`config.mk`:
```
export PLATFORM = sky130hd
export DESIGN_NAME = wb_dma_copy
export DESIGN_NICKNAME = d
export VERILOG_FILES = /design/src/rtl/wb_pkg.sv /design/src/rtl/wb_dma_copy.sv
export SDC_FILE = /design/constraint.sdc
export NUM_CORES = 1
export LEC_CHECK = 0
export BUFFER_PORTS_ARGS = -buffer_cell sky130_fd_sc_hd__buf_2
export CORE_UTILIZATION = 52
export CTS_BUF_LIST = sky130_fd_sc_hd__clkbuf_8
export DETAILED_ROUTE_END_ITERATION = 7
export GPL_TIMING_DRIVEN = 0
export PLACE_DENSITY_LB_ADDON = 0.1
export SYNTH_ARGS = -nofsm -noshare
export SYNTH_HDL_FRONTEND = slang
export SYNTH_SLANG_ARGS = --single-unit
export TNS_END_PERCENT = 50
```
`constraint.sdc`:
```
create_clock -name wb_clk_i -period 2.75 [get_ports wb_clk_i]
set_input_delay 0.275 -clock wb_clk_i [delete_from_list [all_inputs] [get_ports wb_clk_i]]
set_output_delay 0.275 -clock wb_clk_i [all_outputs]
set_load 0.01 [all_outputs]
```
`src/rtl/wb_pkg.sv`:
```
// wb_pkg: Wishbone constants and DMA copy FSM state type.
package wb_pkg;
    localparam logic [3:0] SEL_ALL    = 4'hF;
    localparam int         WORD_SHIFT = 2;

    typedef enum logic [2:0] {IDLE, RD, WR, GAP, FIN} dma_state_t;

    function automatic logic [31:0] word_adr(input logic [29:0] ptr);
        return {ptr, {WORD_SHIFT{1'b0}}};
    endfunction
endpackage

```
`src/rtl/wb_dma_copy.sv`:
```
// wb_dma_copy: Wishbone master copying a block of words, one read then one write per word.
module wb_dma_copy
    import wb_pkg::*;
#(
    parameter int LEN_W   = 16,
    parameter int TIMEOUT = 255
) (
    input  logic             wb_clk_i,
    input  logic             wb_rst_i,
    input  logic             start_i,
    input  logic             abort_i,
    input  logic [31:0]      src_i,
    input  logic [31:0]      dst_i,
    input  logic [LEN_W-1:0] len_i,
    output logic             busy_o,
    output logic             done_o,
    output logic             err_o,
    output logic [LEN_W-1:0] words_o,
    output logic [31:0]      wbm_adr_o,
    output logic [31:0]      wbm_dat_o,
    output logic [3:0]       wbm_sel_o,
    output logic             wbm_we_o,
    output logic             wbm_cyc_o,
    output logic             wbm_stb_o,
    input  logic [31:0]      wbm_dat_i,
    input  logic             wbm_ack_i
);
    localparam int TW = $clog2(TIMEOUT + 1);

    dma_state_t       state;
    logic [29:0]      src_ptr, dst_ptr;
    logic [LEN_W-1:0] rem;
    logic [TW-1:0]    tmo;
    logic             abort_pend;
    logic             ack;
    logic             unused_lsbs;

    assign ack         = wbm_ack_i & wbm_cyc_o & wbm_stb_o;
    assign wbm_sel_o   = SEL_ALL;
    assign unused_lsbs = ^{src_i[1:0], dst_i[1:0]};

    always_ff @(posedge wb_clk_i) begin
        if (wb_rst_i) begin
            state      <= IDLE;
            src_ptr    <= '0;
            dst_ptr    <= '0;
            rem        <= '0;
            tmo        <= '0;
            abort_pend <= 1'b0;
            busy_o     <= 1'b0;
            done_o     <= 1'b0;
            err_o      <= 1'b0;
            words_o    <= '0;
            wbm_adr_o  <= '0;
            wbm_dat_o  <= '0;
            wbm_we_o   <= 1'b0;
            wbm_cyc_o  <= 1'b0;
            wbm_stb_o  <= 1'b0;
        end else begin
            done_o     <= 1'b0;
            abort_pend <= abort_pend | abort_i;
            case (state)
                IDLE: begin
                    abort_pend <= 1'b0;
                    if (start_i) begin
                        src_ptr <= src_i[31:2];
                        dst_ptr <= dst_i[31:2];
                        rem     <= len_i;
                        err_o   <= 1'b0;
                        words_o <= '0;
                        busy_o  <= 1'b1;
                        state   <= (len_i == '0) ? FIN : RD;
                    end
                end
                RD, WR: begin
                    // each transfer starts from a deasserted strobe, then waits for ack or timeout
                    if (!wbm_stb_o) begin
                        wbm_cyc_o <= 1'b1;
                        wbm_stb_o <= 1'b1;
                        wbm_we_o  <= (state == WR);
                        wbm_adr_o <= word_adr((state == WR) ? dst_ptr : src_ptr);
                        tmo       <= '0;
                    end else if (ack) begin
                        wbm_cyc_o <= 1'b0;
                        wbm_stb_o <= 1'b0;
                        wbm_we_o  <= 1'b0;
                        if (state == RD) begin
                            wbm_dat_o <= wbm_dat_i;
                            state     <= WR;
                        end else begin
                            src_ptr <= src_ptr + 30'd1;
                            dst_ptr <= dst_ptr + 30'd1;
                            rem     <= rem - LEN_W'(1);
                            words_o <= words_o + LEN_W'(1);
                            state   <= (rem == LEN_W'(1) || abort_pend || abort_i) ? FIN : GAP;
                        end
                    end else if (tmo == TW'(TIMEOUT - 1)) begin
                        wbm_cyc_o <= 1'b0;
                        wbm_stb_o <= 1'b0;
                        wbm_we_o  <= 1'b0;
                        err_o     <= 1'b1;
                        state     <= FIN;
                    end else begin
                        tmo <= tmo + TW'(1);
                    end
                end
                GAP: state <= (abort_pend || abort_i) ? FIN : RD;
                FIN: begin
                    done_o <= 1'b1;
                    busy_o <= 1'b0;
                    state  <= IDLE;
                end
                default: state <= IDLE;
            endcase
        end
    end
endmodule

```
==> results.json <==
{
  "r2r_slack_ns": 0.03,
  "viasPerCell": 6.24,
  "io_buffers": 195,
  "maxSlewViolCount": 0,
  "cts_buffers": 17,
  "synth_area_leaders": "dfxtp_1 (38%), nand2_1 (8.9%), a21oi_1 (5.5%)",
  "max_cap_violations": 0,
  "layoutNonFillerInstCount": 1645,
  "power.share.switching_pct": 44.4,
  "p_leak_nw": 4.08,
  "min_path_cells": 3,
  "status": "completed",
  "insertion_delay_ns": 0.49,
  "hp-class": "in2reg",
  "synthArstFlopShare_pct": 0,
  "crit_path_frequent_cell": "clkbuf_1",
  "synth_seq_cells": 172,
  "synth_flop_cell": "dfxtp_1",
  "antenna_found_initial": 0,
  "r2r_start": "state[2]",
  "finalClockSkew_ns": 0.0149,
  "synthSimpleGateAreaFrac_pct": 29.1,
  "clockPowerShare_pct": 21.3,
  "path_cells": "clkbuf_1 > nor2_1 > clkbuf_1 > clkbuf_1 > o22ai_1 > a211oi_1",
  "cts.sinks": 172,
  "finalSetupTns_ns": 0,
  "clk_pin_slew_ns": 0.11,
  "ys_warn_count": 0,
  "slew_headroom_pct": 42.3,
  "initial_core_util_pct": 53.7,
  "cp-start-kind": "register",
  "nets": 1536,
  "critPathKind": "reg2reg",
  "place_inst": 1597,
  "fill_cells": 1586,
  "p_int_w": 0.00499,
  "post_cts_buffers": 0,
  "cts_tree": "yes",
  "clock.fmax_ghz": 0.367,
  "grt_pass1_vias": 9250,
  "wl_met3_um": 3730,
  "setup_viol": 0,
  "syn_area_mm2": 0.00898,
  "p_sw_w": 0.00399,
  "comb_power_share_pct": 40.2,
  "cts_buffer_depth": 2,
  "dieArea_mm2": 0.0178,
  "muxShareOfSynthArea_pct": 0.446,
  "hpwl_um": 24200,
  "critPathBufInv": 3,
  "vias": 10300,
  "avgSynthCellArea_um2": 7.62,
  "synth-xor-area-share_pct": 1.76,
  "dr.pass1.iters": 8,
  "cts_htree_levels": 4,
  "yosysTopAreaCell": "dfxtp_1",
  "syn2layout_area_growth_pct": 20.8,
  "drtIter0Drc": 1401,
  "num_rows": 47,
  "synthTopCellsByCount": "nand2_1 (212), dfxtp_1 (172), nor2_1 (100)",
  "synth-adder-area-share_pct": 0.976,
  "die_x_um": 133,
  "wl_per_cell_um": 20.4,
  "overflow": 0,
  "gp_congestion": 0.996,
  "cp_data_arrival_time_ns": 3.11,
  "rr_endpoint": "dst_ptr[8]",
  "hp-start": "wbm_dat_i[18]",
  "cp-end-kind": "register",
  "rsz0062_at_grt": "no",
  "fin_util_pct": 64.9,
  "dieHeight_um": 133,
  "highest_layer": "met4",
  "layout-drive-gt1-share_pct": 20.1,
  "wirelength_met1_um": 13500,
  "synth-edff-count": 0,
  "syn_inst": 1178,
  "grt_start_max_net_pins": 18,
  "core_area_mm2": 0.0167,
  "max_stage_delay_ns": 0.57,
  "root_buffer": "clkbuf_8",
  "synth_cell_type_count": 76,
  "min_to": "wbm_dat_o[18]",
  "routed_wl_um": 33500,
  "crit_slowest_cell": "clkbuf_1",
  "worstPathMaxFanout": 10,
  "synth_top_area_share_pct": 38.4,
  "crit_family": "buffers and inverters",
  "powerDensity_mw_per_mm2": 827,
  "hold_viol": 0,
  "pwr-share-seq_pct": 38.6,
  "synth.most_common_cell": "nand2_1",
  "fin_crit_ns": 2.72,
  "synth_compound_area_share_pct": 23.4,
  "grt_pass1_wl_um": 50700,
  "layout_setup_ws_ns": 0.0286,
  "ioPinCount": 207,
  "dp_slack_ns": -0.383,
  "r2r_cells": 6,
  "track_usage_pct": 37.5,
  "worstMarginPinSlew_ns": 0.862,
  "ant_nets": 0,
  "max-vdd-ir-drop_mv": 0.412,
  "fin_crit_sh_pct": 99.0,
  "route.detailed.drc": 0,
  "power_w": 0.00897,
  "worstPathRequired_ns": 3.14,
  "antenna_cells": 0,
  "synth_top_family_by_area": "simple AND/OR/NAND/NOR gates",
  "wl_met2_um": 14500,
  "seq_area_frac_synth_pct": 38.4
}
-- layout by cell type, fill, tap and decap left out, types with 28 or more instances in the layout --
cell	instances
clkbuf_1	58
buf_2	218
nand3_1	68
o21ai_0	50
nand4_1	30
a311oi_1	33
dfxtp_1	172
nor2_1	100
nor3_1	28
nand2_1	212
a21oi_1	99
-- power by group through the flow --
stage | Combinational, W | Clock [W] | Sequential, W
after global routing | 0.00384 | 0.00201 | 0.00352
after floorplan | 0.00210 | 0 | 0.00346
after CTS | 0.00346 | 0.00191 | 0.00344
after global placement | 0.00340 | 0 | 0.00348
after detailed placement | 0.00342 | 0 | 0.00349
final | 0.00361 | 0.00191 | 0.00346
-- worst max-delay path by stage --
stage               cells past startpoint  startpoint           to  slack (ns)
global placement                        9   wbm_stb_o       rem[2]       -0.37
global route                            8    state[0]   words_o[6]        0.01
floorplan                               5  src_ptr[0]  src_ptr[28]        0.59
finish                                  6    state[2]   dst_ptr[8]        0.03
CTS                                     7    state[2]     wbm_we_o        0.01
detailed placement                      9   wbm_stb_o   words_o[5]       -0.38
-- metal layers --
layer,global-route usage (%),vias up
li1,-,4769
met1,48.9,4713
met2,56.8,655
met3,8.14,121
met4,22.5,0
met5,0,-
-- timing repair --
item	in CTS	in global routing
pin swaps	0	0
hold buffers	16	0
endpoints found under the setup margin	49	40
hold endpoints to repair	16	0
gates resized for setup	6	12
-- tightest hold or removal path: cells and delay by family --
| family | cells | cell delay, ns |
|---|---|---|
| buffers and inverters | 1 | 0.10 |
| AND/OR/NAND/NOR | 1 | 0.05 |
| AO/OA/AOI/OAI | 1 | 0.05 |
-- logic make-up (layout without fill, tap and decap cells) --
kind of cell,after synthesis,count (layout)
and+or+nand+nor,540,540
muxes,4,4
xor gates and xnor gates,18,18
other,2,6
adders and majority gates,7,7
AOI/OAI and AO/OA,314,314
DFF,172,172
buffers and inverters,121,364
-- area by class of cell --
cell class                      count  area [um2]  share of cell area, %
Sequential cell                   172        3440                   31.7
Buffer                            104         477                   4.39
Timing Repair Buffer              211        1140                   10.5
Clock inverter                     15         179                   1.65
Tap cell                          220         275                   2.54
Inverter                           17        63.8                  0.588
Clock buffer                       17         234                   2.16
Multi-Input combinational cell    889        5040                   46.5
-- per-stage QoR --
stage,instance area (um2),hold slack (ns)
after floorplan,8990,0.411
after global placement,10200,0.439
after detailed placement,10200,0.443
after CTS,10800,0.0000882
after global routing,10800,0.0149
final,10800,0.0184
-- sequential cells by signal, indices dropped and copies added (netlist names), 3 cells and up --
register   cells
wbm_adr_o     30
state          3
rem           16
src_ptr       30
words_o       16
tmo            8
dst_ptr       30
wbm_dat_o     32
No activity file was read; power rests on OpenSTA's default activity.
